==> src/rtl/seven_seg_pkg.sv <==
// Shared constants for the 7-segment scan controller: blank code, active-low
// digit table ({g,f,e,d,c,b,a}) and the scan state enum.
package seven_seg_pkg;

  localparam logic [6:0] SEG_BLANK = 7'h7F;

  // Entry d is the active-low segment pattern for decimal digit d.
  localparam logic [9:0][6:0] DIGIT_SEG = {
    7'h10, 7'h00, 7'h78, 7'h02, 7'h12,
    7'h19, 7'h30, 7'h24, 7'h79, 7'h40
  };

  typedef enum logic {ST_BLANK, ST_SHOW} state_t;

  function automatic logic [6:0] bcd_to_seg(input logic [3:0] bcd);
    if (bcd <= 4'd9) return DIGIT_SEG[bcd];
    return SEG_BLANK;
  endfunction

endpackage

==> src/rtl/bcd_seg_decode.sv <==
// Registered BCD to 7-segment decoder, one cycle of latency.
// Codes 10-15 decode to all segments off.
module bcd_seg_decode
  import seven_seg_pkg::*;
(
  input  logic       clock,
  input  logic       reset,
  input  logic [3:0] bcd,
  output logic [6:0] seg
);

  always_ff @(posedge clock) begin
    if (reset) seg <= SEG_BLANK;
    else       seg <= bcd_to_seg(bcd);
  end

endmodule

==> src/rtl/seven_seg_scan_ctrl.sv <==
// Time-multiplexed N-digit common-anode 7-segment scan controller with dead-time
// blanking and frame-synchronous display updates. Macro: LEADING_ZERO_BLANK_EN.
module seven_seg_scan_ctrl
  import seven_seg_pkg::*;
#(
  parameter int N_DIGITS     = 4,
  parameter int DWELL_CYCLES = 50000,
  parameter int DEAD_CYCLES  = 16
) (
  input  logic                  clock,
  input  logic                  reset,
  input  logic                  load,
  input  logic [4*N_DIGITS-1:0] bcd_in,
  output logic [6:0]            out_7seg,
  output logic [N_DIGITS-1:0]   digit_en,
  output logic                  frame_done,
  output state_t                state_dbg
);

  localparam int MAX_LEN = (DWELL_CYCLES > DEAD_CYCLES) ? DWELL_CYCLES : DEAD_CYCLES;
  localparam int CNT_W   = $clog2(MAX_LEN);
  localparam int IDX_W   = $clog2(N_DIGITS);
  localparam logic [IDX_W-1:0] LAST_IDX = IDX_W'(N_DIGITS - 1);

  // The counter reloads to 0 and counts down through wrap-around; a phase of
  // length L ends on the cycle where it reads -(L-1).
  localparam logic [CNT_W-1:0] DEAD_END  = -(CNT_W'(DEAD_CYCLES - 1));
  localparam logic [CNT_W-1:0] DWELL_END = -(CNT_W'(DWELL_CYCLES - 1));

  state_t             state, state_nxt;
  logic [CNT_W-1:0]   cnt, cnt_nxt;
  logic [IDX_W-1:0]   idx, idx_nxt;
  logic               phase_last;

  logic [4*N_DIGITS-1:0] disp, pend;
  logic                  pend_v;
  logic [3:0]            nib [N_DIGITS];
  logic [3:0]            cur_nib;
  logic [6:0]            dec_seg;
  logic [N_DIGITS-1:0]   lz_mask;

  always_ff @(posedge clock) begin
    if (reset) begin
      state <= ST_BLANK;
      cnt   <= '0;
      idx   <= '0;
    end else begin
      state <= state_nxt;
      cnt   <= cnt_nxt;
      idx   <= idx_nxt;
    end
  end

  always_comb begin
    state_nxt  = state;
    cnt_nxt    = cnt - 1'b1;
    idx_nxt    = idx;
    phase_last = (state == ST_BLANK) ? (cnt == DEAD_END) : (cnt == DWELL_END);
    if (phase_last) begin
      cnt_nxt = '0;
      if (state == ST_BLANK) begin
        state_nxt = ST_SHOW;
      end else begin
        state_nxt = ST_BLANK;
        idx_nxt   = (idx == LAST_IDX) ? '0 : idx + 1'b1;
      end
    end
  end

  assign frame_done = (state == ST_SHOW) && (idx == LAST_IDX) && phase_last;
  assign state_dbg  = state;

  // Loads park in the shadow register; the display register only moves at frame end.
  always_ff @(posedge clock) begin
    if (reset) begin
      disp   <= '1;
      pend   <= '0;
      pend_v <= 1'b0;
    end else if (frame_done) begin
      if (load)        disp <= bcd_in;
      else if (pend_v) disp <= pend;
      pend_v <= 1'b0;
    end else if (load) begin
      pend   <= bcd_in;
      pend_v <= 1'b1;
    end
  end

  always_comb begin
    for (int k = 0; k < N_DIGITS; k++) nib[k] = disp[4*k +: 4];
  end

  assign cur_nib = nib[idx];

  bcd_seg_decode u_dec (
    .clock (clock),
    .reset (reset),
    .bcd   (cur_nib),
    .seg   (dec_seg)
  );

`ifdef LEADING_ZERO_BLANK_EN
  logic lead;
  // Walk down from the MSD; a zero stays suppressed while everything above is 0 or blank.
  always_comb begin
    lz_mask = '0;
    lead    = 1'b1;
    for (int k = N_DIGITS - 1; k >= 1; k--) begin
      lz_mask[k] = lead && (nib[k] == 4'h0);
      lead       = lead && ((nib[k] == 4'h0) || (nib[k] > 4'd9));
    end
  end
`else
  assign lz_mask = '0;
`endif

  // Outputs are registered from the next state so they line up with the FSM phase.
  always_ff @(posedge clock) begin
    if (reset) begin
      out_7seg <= SEG_BLANK;
      digit_en <= '1;
    end else begin
      out_7seg <= SEG_BLANK;
      digit_en <= '1;
      if (state_nxt == ST_SHOW) begin
        digit_en[idx_nxt] <= 1'b0;
        if (!lz_mask[idx_nxt]) out_7seg <= dec_seg;
      end
    end
  end

endmodule

==> config.mk <==
export PLATFORM = sky130hd
export DESIGN_NAME = seven_seg_scan_ctrl
export DESIGN_NICKNAME = d
export VERILOG_FILES = /design/src/rtl/seven_seg_pkg.sv /design/src/rtl/bcd_seg_decode.sv /design/src/rtl/seven_seg_scan_ctrl.sv
export SDC_FILE = /design/constraint.sdc
export NUM_CORES = 1
export LEC_CHECK = 0
export ABC_AREA = 1
export BUFFER_PORTS_ARGS = -buffer_cell sky130_fd_sc_hd__buf_2
export CELL_PAD_IN_SITES_DETAIL_PLACEMENT = 0
export CELL_PAD_IN_SITES_GLOBAL_PLACEMENT = 1
export CORE_ASPECT_RATIO = 1.5
export CORE_MARGIN = 3
export CORE_UTILIZATION = 38
export CTS_CLUSTER_DIAMETER = 150
export CTS_CLUSTER_SIZE = 14
export DETAILED_ROUTE_END_ITERATION = 10
export GPL_TIMING_DRIVEN = 0
export PLACE_DENSITY = 0.86
export SLEW_MARGIN = 15
export SYNTH_ARGS = -nofsm -noshare
export SYNTH_HDL_FRONTEND = slang
export SYNTH_HIERARCHICAL = 1
export SYNTH_SLANG_ARGS = --single-unit
==> constraint.sdc <==
create_clock -name clock -period 1.7 [get_ports clock]
set_input_delay 0.17 -clock clock [delete_from_list [all_inputs] [get_ports clock]]
set_output_delay 0.17 -clock clock [all_outputs]
set_load 0.01 [all_outputs]
After elaboration in Yosys (flattened, before gate mapping)
Memories as Yosys holds them, arrays and structs flattened. A register that Yosys moved wholly into a read port is not among the register bits.
Cells that the tools add are included.
{"block": "word_totals", "register_bits": 63, "romBits": 112, "inputBits": 19, "output_inout_bits": 13, "n_memories": 1}
{"name": "(no name shown)", "depth": 16, "word_bits": 7, "rd": 1, "rd_clocked_by_memory_dff": 1, "write_ports": 0, "line": "seven_seg_pkg.sv:16", "rtl": "if (bcd <= 4'd9) return DIGIT_SEG[bcd];"}
{"block": "op_classes", "addsub": 2, "order_cmp": 4, "n_eq_ne": 3, "muxes": 17, "bitwise": 5, "n_reduce_logical": 11}
{"operator": "2-to-1 mux 16 bit", "n": 2}
{"operator": "== test 16 x 14 -> 1 bit (second input constant)", "n": 1}
{"operator": "== test 16 bit (second input constant)", "n": 1}
{"operator": "subtractor 16 x 1 -> 16 bit (second input constant)", "n": 1}
{"operator": "binary-select mux 4 bit (select 2 bit)", "n": 1}
{"operator": "2-to-1 mux 4 bit", "n": 2}
{"operator": "OR reduction 2 bit", "n": 4}
{"operator": "2-to-1 mux 1 bit", "n": 7}
{"operator": "2-to-1 mux 2 bit", "n": 3}
{"operator": "<= comparator 4 bit (second input constant)", "n": 1}
{"operator": "NOT 4 bit", "n": 1}
{"operator": "AND reduction 2 bit", "n": 2}
{"operator": ">= comparator 3 bit (second input constant)", "n": 1}
{"operator": "logical AND 1 bit", "n": 3}
{"operator": "< comparator 2 x 3 -> 1 bit (second input constant)", "n": 1}
{"operator": "NOT 1 bit", "n": 3}
{"operator": "NOT 2 -> 3 bit", "n": 1}
{"operator": "OR reduction 3 bit", "n": 1}
{"operator": "adder 2 x 1 -> 2 bit (second input constant)", "n": 1}
{"operator": "binary-select mux 1 bit (select 2 bit)", "n": 1}
{"operator": "demux 1 bit (select 2 bit)", "n": 1}
{"operator": "== test 2 bit (second input constant)", "n": 1}
{"operator": ">= comparator 2 x 1 -> 1 bit (second input constant)", "n": 1}
{"operator": "nonzero test 2 bit", "n": 1}

Logic depth before layout (Yosys ltp)
Gate-level depths: netlist (run 1).
{"block": "logic_depth", "ltp_word": 9, "depth_mapped": 12, "mapped_depth_nobuf": 11}

Cells and area by module
Netlist (run 1), hierarchy kept.
{"module": "seven_seg_scan_ctrl", "n_inst": 1, "cells_each": 406, "area_each_um2": 2811.4, "seq_area_each_um2": 1261.2}
{"module": "bcd_seg_decode", "n_inst": 1, "cells_each": 47, "area_each_um2": 380.4, "seq_area_each_um2": 140.1}

Worst setup path after synthesis (run 1)
No wires, ideal clock.
{"block": "synth_timing", "kind": "reg2reg", "start": "reg idx[0]", "end": "reg u_dec.seg[0]", "setup_time_ns": 0.125, "arrival_ns": 1.635, "required_time_ns": 1.575, "path_slack_ns": -0.060, "stages_incl_launch_ff": 10, "path_buffers": 1, "period_less_slack_ns": 1.760, "path_cell_list": "dfxtp_1 -> inv_1 -> clkbuf_1 -> o21ai_0 -> o22ai_1 -> inv_1 -> ha_1 -> or2_1 -> nand3_1 -> nand3_1"}
{"block": "synth_between", "elab_chain_len": 9}
{"item": "from (decl)", "line": "seven_seg_scan_ctrl.sv:32", "rtl": "logic [IDX_W-1:0] idx, idx_nxt;"}
{"item": "from (signal assigned)", "line": "seven_seg_scan_ctrl.sv:50", "rtl": "idx <= idx_nxt;"}
{"item": "NOT 2 -> 3 bit (not written as such) *", "line": "seven_seg_scan_ctrl.sv:93", "rtl": "assign cur_nib = nib[idx];"}
{"item": "binary-select mux 4 bit (select 2 bit) *", "line": "seven_seg_scan_ctrl.sv:93"}
{"item": "2-to-1 mux 4 bit (not written as such) * (2 in a row)", "line": "seven_seg_scan_ctrl.sv:93"}
{"item": "net cur_nib[1]", "line": "seven_seg_scan_ctrl.sv:38", "rtl": "logic [3:0] cur_nib;"}
{"item": "<= comparator 4 bit", "line": "seven_seg_pkg.sv:16"}
{"item": "2-to-1 mux 1 bit", "line": "seven_seg_pkg.sv:16"}
{"item": "2-to-1 mux 1 bit", "line": "bcd_seg_decode.sv:13", "rtl": "if (reset) seg <= SEG_BLANK;"}
{"item": "NOT 1 bit (no source line)"}
{"item": "OR reduction 2 bit (no source line)"}
{"item": "to (decl)", "line": "bcd_seg_decode.sv:9", "rtl": "output logic [6:0] seg"}
The timed path passes the listed nets; every way through them passes the cells marked *. The select of a mux whose other input is x is not followed.
A chain may end at the register's enable or synchronous reset.

Worst setup path after layout (run 1)
{"block": "layout_timing", "start": "reg cnt[1]", "end": "out frame_done"}
{"block": "layout_between", "elab_chain_len": 3, "elab_cells_between_ends": 4, "cone_classes": "eq/ne: 2; mux: 1; reduce/logical: 1"}
{"item": "from (decl)", "line": "seven_seg_scan_ctrl.sv:31", "rtl": "logic [CNT_W-1:0] cnt, cnt_nxt;"}
{"item": "from (signal assigned)", "line": "seven_seg_scan_ctrl.sv:49", "rtl": "cnt <= cnt_nxt;"}
{"item": "== test 16 bit or == test 16 x 14 -> 1 bit (tied branches)", "line": "seven_seg_scan_ctrl.sv:58", "rtl": "phase_last = (state == ST_BLANK) ? (cnt == DEAD_END) : (cnt == DWELL_END);"}
{"item": "2-to-1 mux 1 bit *", "line": "seven_seg_scan_ctrl.sv:58"}
{"item": "logical AND 1 bit *", "line": "seven_seg_scan_ctrl.sv:70", "rtl": "assign frame_done = (state == ST_SHOW) && (idx == LAST_IDX) && phase_last;"}
{"item": "to (decl)", "line": "seven_seg_scan_ctrl.sv:16", "rtl": "output logic frame_done,"}
Every way passes the cells marked *; elsewhere a longest branch is shown, timed or not.

==> out/summary.log, run 1 <==
qor: yosys.synthFlopType sky130_fd_sc_hd__dfxtp_1
qor: sta.max_freq 607 MHz
qor: detailed_routing.via_count 2798
qor: yosys.synth_edf_count 0
qor: clock_tree.cts_tree yes
qor: power_and_ir_drop.cellLeakagePower 0.00194 µW
qor: die.die_width 80.8 µm
qor: outcome.run_status finished clean
qor: sta.worstMarginPinSlew 0.466 ns
qor: die.floorplan.io_pins 32
qor: die.fp.coreArea 8110 µm²
qor: cells_and_area.multi_input_area 1550 µm²
qor: yosys.synth_seq_cells 70
qor: sta.rsz0062_at_grt true
qor: critical_path.critical_path.reg2reg.startpoint cnt[1]
qor: clock_tree.clock_path_buffers 2
qor: job.maxCapViolations 0
qor: critical_path.critical_path_required 1.53 ns
qor: die.floorplan.initialDensity 0.394
qor: cells_and_area.layout.cells.most_common_list sky130_fd_sc_hd__nand2_1, sky130_fd_sc_hd__nor2_1, sky130_fd_sc_hd__dfxtp_1, sky130_fd_sc_hd__inv_1, sky130_fd_sc_hd__nand3_1
qor: power_and_ir_drop.p_per_area 1140 nW/µm²
qor: clock_tree.numCtsBuffers 9
qor: sta.timing.final.hold_violations 0
qor: sta.setup_viol 0
qor: sta.share_of_the_clock_period_used_by_the_worst_path_after_layout 0.969
qor: cells_and_area.antenna-diode-count 0
qor: cells_and_area.layout_commonest_cell sky130_fd_sc_hd__nand2_1
qor: placed_design.dp_hpwl 4.77 mm
qor: critical_path.cp_data_arrival_time 1.48 ns
qor: cells_and_area.drive_above_1_share 0.212
qor: detailed_routing.drtAntennaViolNets 0
qor: yosys.syn_inst 453
qor: detailed_routing.post_detailed_routing_wire_length 6.66 mm
qor: critical_path.startpoint cnt[1]
qor: global_routing.vias_in_the_first_global_route 2669
qor: yosys.portion_of_the_post_synthesis_area_used_by_sequential_elements 0.439
qor: cells_and_area.num-fill-cells 833
qor: global_routing.initial_antenna_violation_count 0
qor: worst_hold_path.holdCritPathClass input pin to register
qor: detailed_routing.route.detailed.drc 0
qor: detailed_routing.avgRoutedWirePerCell 10.8 µm
qor: clock_tree.cts-root-buf sky130_fd_sc_hd__clkbuf_16
qor: sta.max_slew_margin 0.689
qor: critical_path.destination_of_the_critical_timing_path frame_done
qor: die.design.die.area 9560 µm²
qor: clock_tree.clock_sink_total 70
qor: power_and_ir_drop.vdd_drop_max 0.857 mV
qor: critical_path.path_class register to output port
qor: clock_tree.clock_latency 0.33 ns
qor: critical_path.path_max_fanout 3
qor: power_and_ir_drop.power 4580 µW
qor: global_routing.grt_usage 0.153
qor: yosys.synth_cell_types 29
qor: placed_design.gp_congestion 0.825
qor: placed_design.place.port_buffers 30
qor: yosys.total_of_warnings_raised_by_yosys 6
qor: critical_path.worstSetupEndpointType output port
qor: yosys.synth.cell_area 3190 µm²
qor: sta.maxSlewViolCount 0
qor: sta.fin_tns_setup 0 ns
qor: cells_and_area.area_growth_syn_to_layout 25.4%
qor: detailed_routing.first_iter_violations 138
qor: die.row_count 40
qor: critical_path.slack_of_the_worst_reg_to_reg_path 0.08 ns
qor: detailed_routing.firstDrtPassIters 4
qor: global_routing.grt_pass1_wl 11.5 mm
qor: critical_path.timing.critical_path.from_type register
qor: sta.timing.clock.skew 0.00518 ns
qor: cells_and_area.design_area 4000 µm²
qor: yosys.synth_async_sr_flop_share 0
qor: yosys.synth_nets 480
qor: die.height_of_the_die 118 µm
qor: critical_path.regToRegEndpoint disp[13]
qor: global_routing.grt_start_max_net_pins 12
qor: clock_tree.worst_setup_hold_path_clk_slew 0.05 ns
qor: cells_and_area.final_net_count 532
qor: critical_path.r2r.worst_path.cells 11
qor: global_routing.grt.overflow.total 0
qor: detailed_routing.viasPerCell 4.55
qor: sta.period_needed 1.65 ns
qor: cells_and_area.layout.area.seq 1410 µm²
qor: clock_tree.cts-htree-levels 3
qor: placed_design.placement.cell_area 3480 µm²
qor: yosys.synth_area_per_cell 7.05 µm²
-- stage by stage --
stage	hold WS (ns)	worst slack (ns)	instances	util
after detailed placement	0.380	-0.179	588	0.429
final	0.0335	0.0519	615	0.494
after global placement	0.377	-0.154	588	0.429
after CTS	0.0312	-0.00376	607	0.479
after floorplan	0.239	0.0486	453	-
after global routing	0.0216	-0.0503	615	0.494
-- critical path, cell delays in order (launching register included) --
cell and delay (ns):
sky130_fd_sc_hd__dfxtp_2 0.31, sky130_fd_sc_hd__inv_2 0.07, sky130_fd_sc_hd__ha_4 0.12, sky130_fd_sc_hd__nand2_2 0.05, sky130_fd_sc_hd__nor2_1 0.09, sky130_fd_sc_hd__nand2_1 0.09, sky130_fd_sc_hd__nor2_4 0.14, sky130_fd_sc_hd__nand3_4 0.11
sky130_fd_sc_hd__inv_2 0.07, sky130_fd_sc_hd__buf_6 0.09
-- where the power goes --
group / switching, µW / internal, µW / leakage (µW)
registers: 113 / 1770 / 0.000575
logic: 382 / 254 / 0.00120
clock network: 661 / 1400 / 0.000166
-- sequential cells by signal (all words and copies together) (netlist names) --
name / flops
cnt: 16
digit_en: 4
disp: 16
idx: 2
out_7seg: 7
pend: 16
pend_v: 1
state_dbg: 1
u_dec/seg: 7
-- area by class of cell --
class	count	share of cell area
repair buffers	40	0.0588
well taps	105	0.0328
clock inverters	3	0.0163
clock buffers	13	0.0675
plain buffers	17	0.0341
multi-input cells	312	0.386
inverters	55	0.0522
flip-flops and latches	70	0.352
-- routing by layer --
| metal | wire, µm | vias up | GRT usage | part of all wire |
|---|---|---|---|---|
| li1 | - | 1517 | - | - |
| met5 | 0 | - | 0 | 0 |
| met3 | 261 | 8 | 0.0480 | 0.039 |
| met4 | 133 | 0 | 0.0655 | 0.020 |
| met2 | 3410 | 40 | 0.265 | 0.51 |
| met1 | 2850 | 1233 | 0.166 | 0.43 |
-- Yosys cell counts (2+ instances only) --
cell / n / share of area
sky130_fd_sc_hd__nor2_1: 70 / 0.082
sky130_fd_sc_hd__o22ai_1: 4 / 0.0078
sky130_fd_sc_hd__clkbuf_1: 7 / 0.0082
sky130_fd_sc_hd__xor2_1: 4 / 0.011
sky130_fd_sc_hd__nand4_1: 2 / 0.0039
sky130_fd_sc_hd__inv_2: 5 / 0.0059
sky130_fd_sc_hd__buf_6: 5 / 0.018
sky130_fd_sc_hd__or2_2: 2 / 0.0039
sky130_fd_sc_hd__nand2_2: 6 / 0.012
sky130_fd_sc_hd__ha_1: 8 / 0.031
sky130_fd_sc_hd__xnor2_1: 2 / 0.0055
sky130_fd_sc_hd__nand3_1: 43 / 0.067
sky130_fd_sc_hd__nand2_1: 123 / 0.14
sky130_fd_sc_hd__nor3_1: 2 / 0.0031
sky130_fd_sc_hd__dfxtp_1: 70 / 0.44
sky130_fd_sc_hd__nand3_2: 4 / 0.013
sky130_fd_sc_hd__o21ai_1: 2 / 0.0031
sky130_fd_sc_hd__o21ai_0: 24 / 0.038
sky130_fd_sc_hd__buf_2: 3 / 0.0047
sky130_fd_sc_hd__inv_1: 50 / 0.059
sky130_fd_sc_hd__a21oi_1: 9 / 0.014
-- cells by family after synthesis --
kind of cell               after synthesis  synth area share
buffers and inverters                   72            0.0988
and+or+nand+nor                        257             0.349
xor gates and xnor gates                 6            0.0165
adders and majority gates                8            0.0314
AOI/OAI and AO/OA                       40            0.0651
DFF                                     70             0.439
-- how the worst min path moves through the flow --
| stage | start | end | slack (ns) | cells past startpoint |
|---|---|---|---|---|
| 6_report | reset | idx[1] | 0.03 | 2 |
| 5_1_grt | reset | idx[1] | 0.02 | 2 |
| 4_1_cts | reset | idx[1] | 0.03 | 2 |
| 3_5_place_dp | reset | idx[1] | 0.38 | 2 |
| 3_3_place_gp | reset | idx[1] | 0.38 | 2 |
| 2_1_floorplan | reset | idx[1] | 0.24 | 1 |
-- repair_timing --
item                                    CTS  global route
resized for setup                        14            25
buffers inserted                          3             6
gates cloned                              0             2
endpoints found under the setup margin   28            51
pin swaps                                 3             5
hold buffers                              0             0
hold endpoints to repair                  0             0
Power figures use the tool's default switching activity.
==> run 2: changes to the inputs <==
--- a/config.mk
+++ b/config.mk
@@ -17,6 +17,7 @@
 export DETAILED_ROUTE_END_ITERATION = 10
 export GPL_TIMING_DRIVEN = 0
 export PLACE_DENSITY = 0.86
+export SETUP_SLACK_MARGIN = 0.15
 export SLEW_MARGIN = 15
 export SYNTH_ARGS = -nofsm -noshare
 export SYNTH_HDL_FRONTEND = slang
==> run 2 against run 1 <==
Non-clock buffer count is 7 higher. Via count increased by 1.4%. Final cell count grew 0.98%. Cell area increased by 5.9%. Sequential power about the same. Clock power is 3% lower. Die area is the same. Critical path depth did not move. Combinational power barely moved. First-iteration DRC count shrank 4.3%. Critical path type unchanged. Highest routed layer unchanged.
==> out/summary.log, run 2 (synthesis gave the netlist of run 1 again) <==
qor: cells_and_area.area_growth_syn_to_layout 32.8%
qor: global_routing.grt_usage 0.165 [+0.0118]
qor: placed_design.place.port_buffers 30 [unchanged]
qor: detailed_routing.drtAntennaViolNets 0 [unchanged]
qor: global_routing.initial_antenna_violation_count 0 [unchanged]
qor: critical_path.cp_cell_sequence inv_2, ha_4, nand2_2, nor2_1, nand2_1, nor2_4, nand3_4, inv_2, buf_6
qor: global_routing.grt_start_max_net_pins 12 [unchanged]
qor: cells_and_area.layout_top_registers cnt: 16 flops, disp: 16 flops, pend: 16 flops
qor: outcome.run_status finished clean
qor: sta.period_needed 1.65 ns [+0.00308 ns]
qor: die.floorplan.io_pins 32 [unchanged]
qor: sta.maxSlewViolCount 0 [unchanged]
qor: global_routing.vias_in_the_first_global_route 2801 [+4.9%]
qor: worst_hold_path.hold_depth 2 [unchanged]
qor: cells_and_area.drive_above_1_share 0.273 [+0.0615]
qor: die.row_count 40 [unchanged]
qor: clock_tree.cts-htree-levels 3 [unchanged]
qor: cells_and_area.antenna-diode-count 0 [unchanged]
qor: cells_and_area.final_net_count 538 [+1.1%]
qor: sta.setup_viol 0 [unchanged]
qor: cells_and_area.fin_cells 621 [+0.98%]
qor: critical_path.worst-path-buf-inv 3 [unchanged]
qor: sta.timing.final.hold_violations 0 [unchanged]
qor: clock_tree.clock_path_buffers 2 [unchanged]
qor: critical_path.cp_data_arrival_time 1.48 ns [about the same]
qor: global_routing.grt.overflow.total 0 [unchanged]
qor: clock_tree.cts_tree yes
qor: critical_path.cp_num_cells 9 [unchanged]
qor: sta.max_slew_margin 0.697 [+0.00800]
qor: sta.worst_setup_slack_after_layout 0.0488 ns [-0.00308 ns]
qor: die.die_width 80.8 µm [unchanged]
qor: placed_design.dp_hpwl 4.79 mm [+0.32%]
qor: die.floorplan.initialDensity 0.394 [unchanged]
qor: clock_tree.clock_latency 0.34 ns [about the same]
qor: detailed_routing.route.detailed.drc 0 [unchanged]
qor: placed_design.place_worst_setup_slack -0.0226 ns [+0.156 ns]
qor: global_routing.grt_pass1_wl 12.2 mm [+5.8%]
qor: sta.worstMarginPinSlew 0.454 ns [-0.0120 ns]
qor: detailed_routing.post_detailed_routing_wire_length 7.16 mm [+7.5%]
qor: critical_path.worstSetupEndpointType output port
qor: critical_path.path_common_cell sky130_fd_sc_hd__inv_2
qor: power_and_ir_drop.p_per_area 1060 nW/µm² [-7.4%]
qor: detailed_routing.via_count 2836 [+1.4%]
qor: sta.timing.clock.skew 0.00601 ns [+0.000835 ns]
qor: job.maxCapViolations 0 [unchanged]
qor: critical_path.timing.critical_path.from_type register
qor: clock_tree.cts-root-buf sky130_fd_sc_hd__clkbuf_16
qor: detailed_routing.viasPerCell 4.57 [+0.38%]
qor: critical_path.slowest_stage sky130_fd_sc_hd__dfxtp_2
qor: die.fp.coreArea 8110 µm² [unchanged]
qor: die.height_of_the_die 118 µm [unchanged]
qor: die.design.die.area 9560 µm² [unchanged]
qor: cells_and_area.num-fill-cells 803 [-3.6%]
qor: sta.share_of_the_clock_period_used_by_the_worst_path_after_layout 0.971 [+0.00181]
qor: critical_path.path_max_fanout 3 [unchanged]
qor: clock_tree.clock_sink_total 70 [unchanged]
qor: cells_and_area.layout.cells.most_common_list sky130_fd_sc_hd__nand2_1, sky130_fd_sc_hd__dfxtp_1, sky130_fd_sc_hd__nor2_1, sky130_fd_sc_hd__inv_1, sky130_fd_sc_hd__nand3_1
qor: critical_path.critical_path.top_delay_family simple AND/OR/NAND/NOR gates
qor: placed_design.gp_congestion 0.808 [-2.0%]
qor: placed_design.dp.cells 588 [unchanged]
qor: power_and_ir_drop.cellLeakagePower 0.00201 µW [+3.5%]
qor: sta.rsz0062_at_grt true
qor: detailed_routing.first_iter_violations 132 [-4.3%]
qor: power_and_ir_drop.vdd_drop_max 0.668 mV [-22%]
qor: critical_path.path_class register to output port
qor: clock_tree.worst_setup_hold_path_clk_slew 0.05 ns [about the same]
qor: critical_path.critical_path_required 1.53 ns [about the same]
qor: sta.max_freq 606 MHz [-0.19%]
qor: worst_hold_path.holdCritPathClass input pin to register
qor: sta.fin_tns_setup 0 ns [unchanged]
qor: detailed_routing.firstDrtPassIters 4 [unchanged]
qor: clock_tree.numCtsBuffers 9 [unchanged]
qor: detailed_routing.avgRoutedWirePerCell 11.5 µm [+6.4%]
qor: cells_and_area.layout_commonest_cell sky130_fd_sc_hd__nand2_1
qor: critical_path.critPathMaxStageDelay 0.31 ns [about the same]
qor: critical_path.r2r.worst_path.cells 11 [unchanged]
==> run 2: power breakdown <==
| part | switching [µW] | internal (µW) | total (µW) |
|---|---|---|---|
| registers | 106 | 1760 | 1870 |
| logic | 387 | 246 | 633 |
| clock network | 673 | 1320 | 1990 |
==> run 2: worst paths after layout <==
check / startpoint / to / slack, ns
hold / removal: reset / idx[1] / 0.03
setup / recovery: cnt[1] / frame_done / 0.05
setup reg to reg: cnt[1] / disp[11] / 0.05
hold reg to reg: u_dec/seg[5] / out_7seg[5] / 0.40
==> run 2: through the flow <==
stage | total power, µW | utilization | instance area [µm²] | hold slack (ns)
global placement | 2480 | 0.432 | 3500 | 0.381
global route | 4720 | 0.523 | 4240 | 0.0350
CTS | 4510 | 0.498 | 4040 | 0.0299
finish | 4490 | 0.523 | 4240 | 0.0293
floorplan | 2350 | - | 3220 | 0.239
detailed placement | 2500 | 0.432 | 3500 | 0.385
==> run 2: per-layer routing <==
metal  vias up  global-route usage  share of wire  routed length, µm
li1       1526                   -              -                  -
met3        12              0.0450          0.037                268
met2        41               0.291           0.53               3800
met4         0              0.0888          0.027                194
met1      1257               0.170           0.40               2900
met5         -                   0              0                  0
==> run 2: repair_timing <==
| item | in CTS | in global routing |
|---|---|---|
| hold buffers | 0 | 0 |
| setup buffers | 12 | 3 |
| setup endpoints to repair | 53 | 66 |
| gates resized for setup | 39 | 48 |
| cloned | 2 | 0 |
| pin swaps | 6 | 12 |
==> run 2: worst reg2reg max path, stage by stage (launching register included) <==
cell and delay, ns:
sky130_fd_sc_hd__dfxtp_2 0.31, sky130_fd_sc_hd__inv_2 0.07, sky130_fd_sc_hd__ha_4 0.12, sky130_fd_sc_hd__nand2_2 0.04, sky130_fd_sc_hd__nor2_1 0.08, sky130_fd_sc_hd__nand2_1 0.09
sky130_fd_sc_hd__nor2_4 0.15, sky130_fd_sc_hd__buf_4 0.15, sky130_fd_sc_hd__nand4_4 0.16, sky130_fd_sc_hd__buf_6 0.19, sky130_fd_sc_hd__nand2_1 0.06, sky130_fd_sc_hd__nand3_1 0.08
==> run 2: layout make-up <==
cell class | instances | area [µm²] | area share
Multi-Input combinational cell | 311 | 1700 | 0.401
Sequential cell | 70 | 1410 | 0.333
Timing Repair Buffer | 47 | 314 | 0.0741
Clock buffer | 12 | 246 | 0.0581
Inverter | 55 | 216 | 0.0510
Buffer | 17 | 148 | 0.0348
Tap cell | 105 | 131 | 0.0310
Clock inverter | 4 | 70.1 | 0.0165
